[config.mk]
export PLATFORM = sky130hd
export DESIGN_NAME = pcw_mouse_port_flat
export DESIGN_NICKNAME = d
export VERILOG_FILES = /design/src/rtl/pcw_mouse_port_if.sv /design/src/rtl/pcw_mouse_port.sv /design/src/flat_wrapper.sv
export SDC_FILE = /design/constraint.sdc
export NUM_CORES = 1
export LEC_CHECK = 0
export ABC_AREA = 1
export CAP_MARGIN = 20
export CORE_MARGIN = 1.5
export CORE_UTILIZATION = 45
export CTS_BUF_LIST = sky130_fd_sc_hd__clkbuf_2
export DETAILED_ROUTE_END_ITERATION = 8
export PLACE_DENSITY = 0.75
export SYNTH_ARGS = -nofsm -noshare
export SYNTH_HDL_FRONTEND = slang
export SYNTH_SLANG_ARGS = --single-unit
[constraint.sdc]
create_clock -name clk_sys -period 7.15 [get_ports clk_sys]
set_clock_uncertainty 0.15 [all_clocks]
set_input_delay 1.43 -clock clk_sys [delete_from_list [all_inputs] [get_ports clk_sys]]
set_output_delay 1.43 -clock clk_sys [all_outputs]
set_load 0.005 [all_outputs]
[src/rtl/pcw_mouse_port_if.sv]
// pcw_mouse_port_if: groups the packet stream, I/O decode and read-data signals of the mouse port.
// Latency: none, wires only.
// Backpressure: none; the master drives packets and reads, the slave returns dout.
interface pcw_mouse_port_if;
  logic [1:0] mode;
  logic       mouse_strobe;
  logic [8:0] mouse_x;
  logic [8:0] mouse_y;
  logic [2:0] mouse_btn;
  logic       sel;
  logic [1:0] addr;
  logic [7:0] dout;

  modport master (
    output mode, mouse_strobe, mouse_x, mouse_y, mouse_btn, sel, addr,
    input  dout
  );

  modport slave (
    input  mode, mouse_strobe, mouse_x, mouse_y, mouse_btn, sel, addr,
    output dout
  );
endinterface

[src/rtl/pcw_mouse_port.sv]
// pcw_mouse_port: integrates PS/2 packet deltas into scaled fixed-point accumulators, read as AMX nibbles or Kempston counters.
// Latency: packet to accumulator 1 clk_sys; sel rise to valid dout 1 clk_sys (first sel cycle shows previous data).
// Backpressure: none; every packet is absorbed (AMX saturates, Kempston wraps) and reads never stall.
module pcw_mouse_port #(
  parameter int CNT_W    = 8,
  parameter int SCALE_SH = 3,
  parameter int AMX_MAX  = 15
) (
  input  logic            clk_sys,
  input  logic            reset,
  pcw_mouse_port_if.slave mp
);

  // Accumulator width and a working width wide enough that acc + delta - consume never overflows
  localparam int ACC_W = CNT_W + SCALE_SH;
  localparam int WIDE  = ((ACC_W > 9) ? ACC_W : 9) + 2;

  typedef logic signed [ACC_W-1:0] acc_t;
  typedef logic signed [WIDE-1:0]  wide_t;

  localparam wide_t ACC_MAX = wide_t'((64'sd1 <<< (ACC_W - 1)) - 64'sd1);
  localparam wide_t ACC_MIN = -ACC_MAX - wide_t'(1);
  localparam wide_t R_MAX   = wide_t'(AMX_MAX);
  localparam wide_t R_MIN   = -R_MAX;

  localparam logic [1:0] MODE_AMX  = 2'b00;
  localparam logic [1:0] MODE_KEMP = 2'b01;
  localparam logic [1:0] ADDR_0    = 2'b00;
  localparam logic [1:0] ADDR_1    = 2'b01;
  localparam logic [1:0] ADDR_BTN  = 2'b10;

  // AMX reports at most AMX_MAX counts per read; the excess stays in the accumulator
  function automatic wide_t clamp_r(input wide_t v);
    if (v > R_MAX) return R_MAX;
    if (v < R_MIN) return R_MIN;
    return v;
  endfunction

  // Positive movement goes in the low nibble, negative magnitude in the high nibble
  function automatic logic [7:0] amx_byte(input wide_t r);
    logic [3:0] mag;
    mag = 4'((r < 0) ? -r : r);
    return (r < 0) ? {mag, 4'h0} : {4'h0, mag};
  endfunction

  // One accumulator update: add the packet delta, remove what a read consumed,
  // then saturate once on the combined result (AMX) or simply wrap (Kempston)
  function automatic acc_t acc_step(input acc_t       acc,
                                    input logic       add,
                                    input logic [8:0] delta,
                                    input logic       sub,
                                    input wide_t      r,
                                    input logic       sat);
    wide_t sum;
    sum = wide_t'(acc);
    if (add) sum = sum + wide_t'(signed'(delta));
    if (sub) sum = sum - (r <<< SCALE_SH);
    if (sat) begin
      if (sum > ACC_MAX)      sum = ACC_MAX;
      else if (sum < ACC_MIN) sum = ACC_MIN;
    end
    return acc_t'(sum);
  endfunction

  logic       strobe_q;
  logic       armed_q;
  logic       sel_q;
  logic [1:0] mode_q;
  acc_t       acc_x_q, acc_x_d;
  acc_t       acc_y_q, acc_y_d;
  logic [2:0] latch_q, latch_d;
  logic [7:0] data_q, data_d;

  logic       ev;
  logic       mode_chg;
  logic       is_amx;
  logic       is_kemp;
  logic       live;
  logic       take_ev;
  logic       rd;
  logic       cons_x;
  logic       cons_y;
  logic       btn_rd;
  logic [2:0] ev_btn;
  wide_t      int_x, int_y;
  wide_t      r_x, r_y;
  logic [7:0] btn_byte;

  // A strobe edge only counts once armed, so a level left over from before reset is ignored
  assign ev       = armed_q & (mp.mouse_strobe != strobe_q);
  assign mode_chg = (mp.mode != mode_q);
  assign is_amx   = (mp.mode == MODE_AMX);
  assign is_kemp  = (mp.mode == MODE_KEMP);
  assign live     = is_amx | is_kemp;
  assign take_ev  = ev & ~mode_chg & live;
  assign ev_btn   = take_ev ? mp.mouse_btn : 3'b000;
  assign rd       = mp.sel & ~sel_q;

  // Integer parts and AMX report values are always taken from the pre-event accumulators
  assign int_x = wide_t'(acc_x_q) >>> SCALE_SH;
  assign int_y = wide_t'(acc_y_q) >>> SCALE_SH;
  assign r_x   = clamp_r(int_x);
  assign r_y   = clamp_r(int_y);

  assign cons_x = rd & is_amx & (mp.addr == ADDR_1);
  assign cons_y = rd & is_amx & (mp.addr == ADDR_0);
  assign btn_rd = rd & live & (mp.addr == ADDR_BTN);

  // Active-low buttons: current level OR'd with the latched presses, ordered {right, middle, left}
  assign btn_byte = {5'b11111,
                     ~(mp.mouse_btn[1] | latch_q[1]),
                     ~(mp.mouse_btn[2] | latch_q[2]),
                     ~(mp.mouse_btn[0] | latch_q[0])};

  // Read data captured on the sel rising edge, held until the next read
  always_comb begin
    data_d = data_q;
    if (rd) begin
      data_d = 8'hFF;
      if (live) begin
        unique case (mp.addr)
          ADDR_0:   data_d = is_amx ? amx_byte(r_y) : int_x[7:0];
          ADDR_1:   data_d = is_amx ? amx_byte(r_x) : int_y[7:0];
          ADDR_BTN: data_d = btn_byte;
          default:  data_d = 8'hFF;
        endcase
      end
    end
  end

  // Accumulator and button-latch next state; a mode change wipes everything and drops the packet
  always_comb begin
    acc_x_d = acc_x_q;
    acc_y_d = acc_y_q;
    latch_d = latch_q;
    if (mode_chg) begin
      acc_x_d = '0;
      acc_y_d = '0;
      latch_d = 3'b000;
    end else begin
      acc_x_d = acc_step(acc_x_q, take_ev, mp.mouse_x, cons_x, r_x, is_amx);
      acc_y_d = acc_step(acc_y_q, take_ev, mp.mouse_y, cons_y, r_y, is_amx);
      if (btn_rd) latch_d = ev_btn;
      else        latch_d = latch_q | ev_btn;
    end
  end

  // State registers
  always_ff @(posedge clk_sys or posedge reset) begin
    if (reset) begin
      strobe_q <= 1'b0;
      armed_q  <= 1'b0;
      sel_q    <= 1'b0;
      mode_q   <= MODE_AMX;
      acc_x_q  <= '0;
      acc_y_q  <= '0;
      latch_q  <= 3'b000;
      data_q   <= 8'hFF;
    end else begin
      strobe_q <= mp.mouse_strobe;
      armed_q  <= 1'b1;
      sel_q    <= mp.sel;
      mode_q   <= mp.mode;
      acc_x_q  <= acc_x_d;
      acc_y_q  <= acc_y_d;
      latch_q  <= latch_d;
      data_q   <= data_d;
    end
  end

  assign mp.dout = mp.sel ? data_q : 8'hFF;

endmodule

[src/flat_wrapper.sv]
// flat-port wrapper written by rule: the top's interface ports become plain ports
module pcw_mouse_port_flat 
#(
  parameter int CNT_W    = 8,
  parameter int SCALE_SH = 3,
  parameter int AMX_MAX  = 15
)
  (clk_sys, reset, mp_mode, mp_mouse_strobe, mp_mouse_x, mp_mouse_y, mp_mouse_btn, mp_sel, mp_addr, mp_dout);
  pcw_mouse_port_if mp_i ();
  input  logic clk_sys;
  input  logic reset;
  input wire logic [$bits(mp_i.mode)-1:0] mp_mode;
  input wire logic [$bits(mp_i.mouse_strobe)-1:0] mp_mouse_strobe;
  input wire logic [$bits(mp_i.mouse_x)-1:0] mp_mouse_x;
  input wire logic [$bits(mp_i.mouse_y)-1:0] mp_mouse_y;
  input wire logic [$bits(mp_i.mouse_btn)-1:0] mp_mouse_btn;
  input wire logic [$bits(mp_i.sel)-1:0] mp_sel;
  input wire logic [$bits(mp_i.addr)-1:0] mp_addr;
  output wire logic [$bits(mp_i.dout)-1:0] mp_dout;
  assign mp_i.mode = mp_mode;
  assign mp_i.mouse_strobe = mp_mouse_strobe;
  assign mp_i.mouse_x = mp_mouse_x;
  assign mp_i.mouse_y = mp_mouse_y;
  assign mp_i.mouse_btn = mp_mouse_btn;
  assign mp_i.sel = mp_sel;
  assign mp_i.addr = mp_addr;
  assign mp_dout = mp_i.dout;
  pcw_mouse_port #(.CNT_W(CNT_W), .SCALE_SH(SCALE_SH), .AMX_MAX(AMX_MAX)) u_core (.clk_sys(clk_sys), .reset(reset), .mp(mp_i));
endmodule
==> results of run 1 <==
==> cell usage after synthesis, drive strengths merged <==
cell type,instances
o221ai,5
o21ai,42
conb,1
o22ai,3
a21o,1
xnor2,11
fa,4
a21boi,1
nand3,47
dfstp,8
a21oi,64
o32ai,2
nand4,8
nor3,9
a211oi,2
o211ai,1
o41ai,2
mux2i,2
nand3b,5
inv,113
dfrtp,30
clkbuf,5
nand2,200
xor2,10
buf,6
nor4,2
o21bai,5
a31oi,7
nor2,44
ha,44
o21a,2
or2,9
a221o,2
==> where the power goes <==
group	switching [mW]	internal (mW)
clock	0.0686	0.0240
sequential	0.00972	0.230
combinational	0.182	0.117
==> registers in the layout, summed over array words and instances, names as in the netlist <==
name	count
u_core.acc_x_q	11
u_core.latch_q	3
u_core.data_q	8
u_core.acc_y_q	11
u_core.armed_q	1
u_core.sel_q	1
u_core.strobe_q	1
u_core.mode_q	2
==> through the flow <==
stage	util (%)	worst slack (ps)
after floorplan	-	2900
after global placement	51.6	1860
after detailed placement	51.6	1670
after CTS	52.0	2060
after global routing	52.0	1740
final	52.0	2060
==> how the worst max path moves through the flow <==
stage | slack (ps) | startpoint | cells after the start | endpoint
after floorplan | 2900 | mp_mouse_x[0] | 21 | u_core.acc_x_q[0]$_DFF_PP0_
after global placement | 1860 | mp_mode[1] | 20 | u_core.acc_y_q[4]$_DFF_PP0_
after detailed placement | 1670 | mp_mode[1] | 20 | u_core.acc_y_q[1]$_DFF_PP0_
after CTS | 2060 | mp_mode[1] | 20 | u_core.acc_y_q[1]$_DFF_PP0_
after global routing | 1740 | mp_mode[1] | 20 | u_core.acc_y_q[7]$_DFF_PP0_
final | 2060 | mp_mode[1] | 20 | u_core.acc_y_q[2]$_DFF_PP0_
==> layer usage <==
layer / vias up / GRT usage, % / wire length (um)
met4: 0 / 9.42 / 469
met2: 106 / 41.5 / 6130
met3: 40 / 3.57 / 451
met5: - / 0 / 0
li1: 2345 / - / -
met1: 2145 / 27.9 / 5170
==> critical path, cell delays in order <==
cell and delay [ps]:
clkdlybuf4s50_1 510, inv_2 100, or2_1 170, nand3_4 290
nor2_8 450, inv_4 180, nand2_1 100, o21ai_0 120
ha_1 250, fa_1 400, nand3b_1 170, nand2_1 130
nand4_1 100, nand3_1 90, a21oi_1 60, o21ai_0 140
nand2_1 120, nand2_2 90, nand3_4 120, a21oi_1 220
==> area by class of cell <==
cell class | instances | area share [%]
clock buffers | 6 | 0.588
flip-flops and latches | 38 | 18.8
multi-input cells | 535 | 61.6
inverters | 113 | 8.36
clock inverters | 2 | 0.172
repair buffers | 37 | 7.21
well taps | 133 | 3.26
==> cells by family (layout without fill, tap and decap cells) <==
kind of cell / after synthesis / after routing / share of synthesized area, %
multiplexers: 2 / 2 / 0.436
other: 1 / 1 / 0.0818
flip-flops: 38 / 38 / 20.9
XOR/XNOR: 21 / 21 / 4.01
adder cells (fa/ha/maj): 48 / 48 / 13.7
AO/OA/AOI/OAI: 139 / 139 / 17.3
AND/OR/NAND/NOR: 324 / 324 / 33.0
buffers and inverters: 124 / 158 / 10.5
==> results.cfg, run 1 <==
[status]
status = completed

[worst_setup_path]
crit_fanout = 35
rr_worst_depth = 17
r2r-start = u_core.acc_x_q[9]$_DFF_PP0_
critPathKind = primary input to register
worst_setup_path_end_kind = register
critPathRequiredTime_ps = 7320
reg2reg_slack_ps = 3190
arrival_ps = 5260
worstSetupStartpointType = primary input
r2r_end = u_core.acc_x_q[6]$_DFF_PP0_

[clock_network]
clk_path_buf_depth = 2
cts_setup_buffers = 0
post_cts_resized = 0
insertion_delay_ps = 390
numCtsBuffers = 5
cts_tree = done
htree_levels = 2
clock_sinks = 38
hold_buffers = 0
clk_pin_slew_ps = 180
cts.root.buffer_cell = clkbuf_2

[drt]
drt_wl_total_mm = 12.2
drc = 0
viasPerCell = 5.37
firstDrtPassIters = 5
dr.first_iter.drc_count = 304
wl_per_cell_um = 14.1
ant_nets = 0
vias = 4636

[cells_and_area]
n_fill_cell = 1051
stdcell_area_um2 = 5100
multi_input_area_um2 = 3140
layout_commonest_cell = nand2_1
regArea_um2 = 961
nets = 807
layout.cells.non_filler = 864
layout-drive-gt1-share_pct = 8.76
n_antenna_cell = 0
final_cell_mix = 189 x nand2_1, 101 x inv_1, 61 x a21oi_1
area_growth_pct = 11.3

[placement]
gp_congestion = 0.988
io_buffers = 36
place_area_um2 = 5060
hpwl_mm = 10.0
placed_cells = 856

[logic_synthesis]
synthDominantCellAreaShare_pct = 16.4
synth.net_count = 774
netlist_instances = 697
synth_top_cell_by_area = dfrtp_1
yosys-top-cells-area = dfrtp_1 16%, nand2_1 15%, ha_1 12%
netlist_area_um2 = 4590
synth_area_per_cell_um2 = 6.58
synth_warnings = 0
synth_seq_cells = 38
ys_seq_area_share_pct = 20.9
synthDistinctLibCells = 49

[global_routing]
grt.total_usage_pct = 23.3
grt_pass1_vias = 4561
grt_overflow = 0
grt_max_degree = 39
antenna_found_initial = 0
grt_pass1_wl_mm = 20.6

[floorplan]
core_um2 = 9820
num_rows = 36
dieArea_um2 = 10800
initial_utilization_pct = 46.7
fp.dieW_um = 104
die_h_um = 104
num_io_pins = 37

[timing]
worstMarginPinSlew_ps = 956
rsz0062_at_grt = false
worst_hold_slack_ps = 361
hold_viol = 0
finalSetupViolCount = 0
setup_tns_ps = 0
min_period_ps = 5090
drv_slew = 0
max_freq_ghz = 0.197
slew_headroom_pct = 36.2
timing.final.crit_share_pct = 71.1

[worst_hold_path]
worst_hold_path.endpoint = u_core.data_q[1]$_DFFE_PP1P_
hold_path.class = register to register
min_path_cells = 2
min_from = u_core.data_q[1]$_DFFE_PP1P_

[power_and_ir_drop]
ir_drop_uv = 56.4
cellLeakagePower_nw = 2.55
total_power_mw = 0.632
pwr_density_cell_nw_per_um2 = 124

[run]
cap_violations = 0
Power figures use the tool's default switching activity.
==> inputs of run 2 (changes only) <==
--- a/config.mk
+++ b/config.mk
@@ -11,7 +11,7 @@
 export CORE_UTILIZATION = 45
 export CTS_BUF_LIST = sky130_fd_sc_hd__clkbuf_2
 export DETAILED_ROUTE_END_ITERATION = 8
-export PLACE_DENSITY = 0.75
+export PLACE_DENSITY = 0.78
 export SYNTH_ARGS = -nofsm -noshare
 export SYNTH_HDL_FRONTEND = slang
 export SYNTH_SLANG_ARGS = --single-unit
==> constraint.sdc (replaced) <==
create_clock -name clk_sys -period 4.2 [get_ports clk_sys]
set_clock_uncertainty 0.15 [all_clocks]
set_input_delay 0.84 -clock clk_sys [delete_from_list [all_inputs] [get_ports clk_sys]]
set_output_delay 0.84 -clock clk_sys [all_outputs]
set_load 0.005 [all_outputs]
==> run 2 against run 1 <==
Against the previous run:
- first-iteration DRC count increased by 13%
- design area increased by 8.0%
- register-to-register slack got worse by 2700 ps
- sequential cell count unchanged
==> results.cfg, run 2 (synthesis gave the netlist of run 1 again) <==
[clock_network]
insertion_delay_ps = 420
cts.root.buffer_cell = clkbuf_2
hold_buffers = 0
numCtsBuffers = 5
clock_sinks = 38
cts_tree = done
clk_pin_slew_ps = 190
htree_levels = 2
clk_path_buf_depth = 2

[cells_and_area]
area_growth_pct = 20.1
n_fill_cell = 970
n_antenna_cell = 0
reg_top3 = u_core.acc_x_q (11), u_core.acc_y_q (11), u_core.data_q (8)
final_cell_mix = 188 x nand2_1, 101 x inv_1, 54 x a21oi_1
nets = 850
layout-drive-gt1-share_pct = 16.0
layout_commonest_cell = nand2_1
post-route-util_pct = 56.1

[placement]
pre_cts_slack_ps = -260
hpwl_mm = 9.97
io_buffers = 36
gp_congestion = 0.928

[drt]
ant_nets = 0
wl_per_cell_um = 13.7
viasPerCell = 5.41
drc = 0
vias = 4909
drt_wl_total_mm = 12.4
firstDrtPassIters = 5
dr.first_iter.drc_count = 344

[timing]
max_freq_ghz = 0.256
timing.final.crit_share_pct = 92.9
rsz0062_at_grt = true
setup_tns_ps = 0
setup_ws_ps = 297
worst_hold_slack_ps = 344
drv_slew = 0
hold_viol = 0
min_period_ps = 3900
finalSetupViolCount = 0

[floorplan]
core_um2 = 9820
dieArea_um2 = 10800
fp.dieW_um = 104
initial_utilization_pct = 46.7
num_rows = 36
die_h_um = 104
num_io_pins = 37

[power_and_ir_drop]
power_frac_comb_pct = 50.2
cellLeakagePower_nw = 2.77
clkPwrFrac_pct = 14.6
pwr_density_cell_nw_per_um2 = 210
netSwitchingPower_mw = 0.473
internal-power_mw = 0.684
switching_share_pct = 40.9
total_power_mw = 1.16
ir_drop_uv = 142
p_seq_share_pct = 35.2

[worst_setup_path]
arrival_ps = 4090
cpMaxStageDelayCell = clkdlybuf4s50_1
crit_fanout = 10
path_cells = clkdlybuf4s50_1 > ha_1 > nand2_1 > nand2_1 > nand2_1 > nand2_1 > a21oi_1 > o21bai_1 > xnor2_1 > a21oi_1 > ha_1 > inv_1 > o21bai_1 > a31oi_2 > nand2_1 > nand2_1 > nand3_1 > nand2_2 > nand3_2 > nand2_4 > nand2_1 > a21oi_1
worstSetupStartpointType = primary input
critPathRequiredTime_ps = 4390
cp_common_cell = nand2_1
critPathKind = primary input to register
max_stage_delay_ps = 440
worst_setup_path_end_kind = register

[global_routing]
use_met2_pct = 40.8
grt_max_degree = 39
antenna_found_initial = 0
grt.total_usage_pct = 23.1
grt_pass1_wl_mm = 20.8
met1_usage_pct = 28.9
grt_overflow = 0
gr-usage-met3_pct = 2.94
grt_pass1_vias = 4636
grt_busiest_layer = met2

[run]
cap_violations = 0

[worst_hold_path]
hold_path.class = register to register

[status]
status = completed
## run 2: cell count changes in the layout (fill, tap and decap cells not counted), sizes merged
| cell | change |
|---|---|
| nand3 | +2 |
| buf | +41 |
## run 2: timing repair
| item | in CTS | in global routing |
|---|---|---|
| gates resized for setup | 0 | 23 |
| endpoints found under the setup margin | 0 | 20 |
| buffers inserted | 0 | 1 |
## run 2: worst paths after layout
kind                                         startpoint                            to  slack [ps]  cells after the start
max in group asynchronous                         reset  u_core.data_q[1]$_DFFE_PP1P_        2870                      3
max                                       mp_mouse_x[4]   u_core.acc_x_q[7]$_DFF_PP0_         300                     22
min in group asynchronous                         reset   u_core.acc_x_q[9]$_DFF_PP0_         660                      3
min reg2reg                u_core.data_q[1]$_DFFE_PP1P_  u_core.data_q[1]$_DFFE_PP1P_         340                      2
max reg2reg                 u_core.acc_y_q[8]$_DFF_PP0_   u_core.acc_y_q[8]$_DFF_PP0_         450                     18
min                        u_core.data_q[1]$_DFFE_PP1P_  u_core.data_q[1]$_DFFE_PP1P_         340                      2
## run 2: cell type report
cell class,instances,area [um^2],area share [%]
Multi-Input combinational cell,537,3240,58.8
Sequential cell,38,961,17.4
Timing Repair Buffer,78,676,12.3
Inverter,113,427,7.74
Tap cell,133,166,3.02
Clock buffer,6,30.0,0.545
Clock inverter,2,8.76,0.159
## run 2: critical path: cells and delay by family
kind,cells,cell delay (ps)
and+or+nand+nor,11,970
adders and majority gates,2,730
xor gates and xnor gates,1,200
buffers and inverters,2,540
AOI/OAI and AO/OA,6,830
## run 2: per-layer routing
metal  wire, um  share of wire (%)  vias to the layer above
met1       5210                 42                     2265
met5          0                  0                        -
met2       6140                 50                      168
met3        700                5.7                       35
met4        342                2.8                        0
li1           -                  -                     2441
## run 2: power groups by stage
stage	clock (mW)	sequential, mW	combinational (mW)
after floorplan	0	0.407	0.373
after global placement	0	0.413	0.542
after detailed placement	0	0.413	0.558
after CTS	0.168	0.406	0.562
after global routing	0.188	0.410	0.652
final	0.169	0.407	0.581
## run 2: metrics by stage
stage                     cell area (um^2)  std cells
after floorplan                       4590        697
after global placement                5370        896
after detailed placement              5370        896
after CTS                             5400        904
after global routing                  5510        907
final                                 5510        907
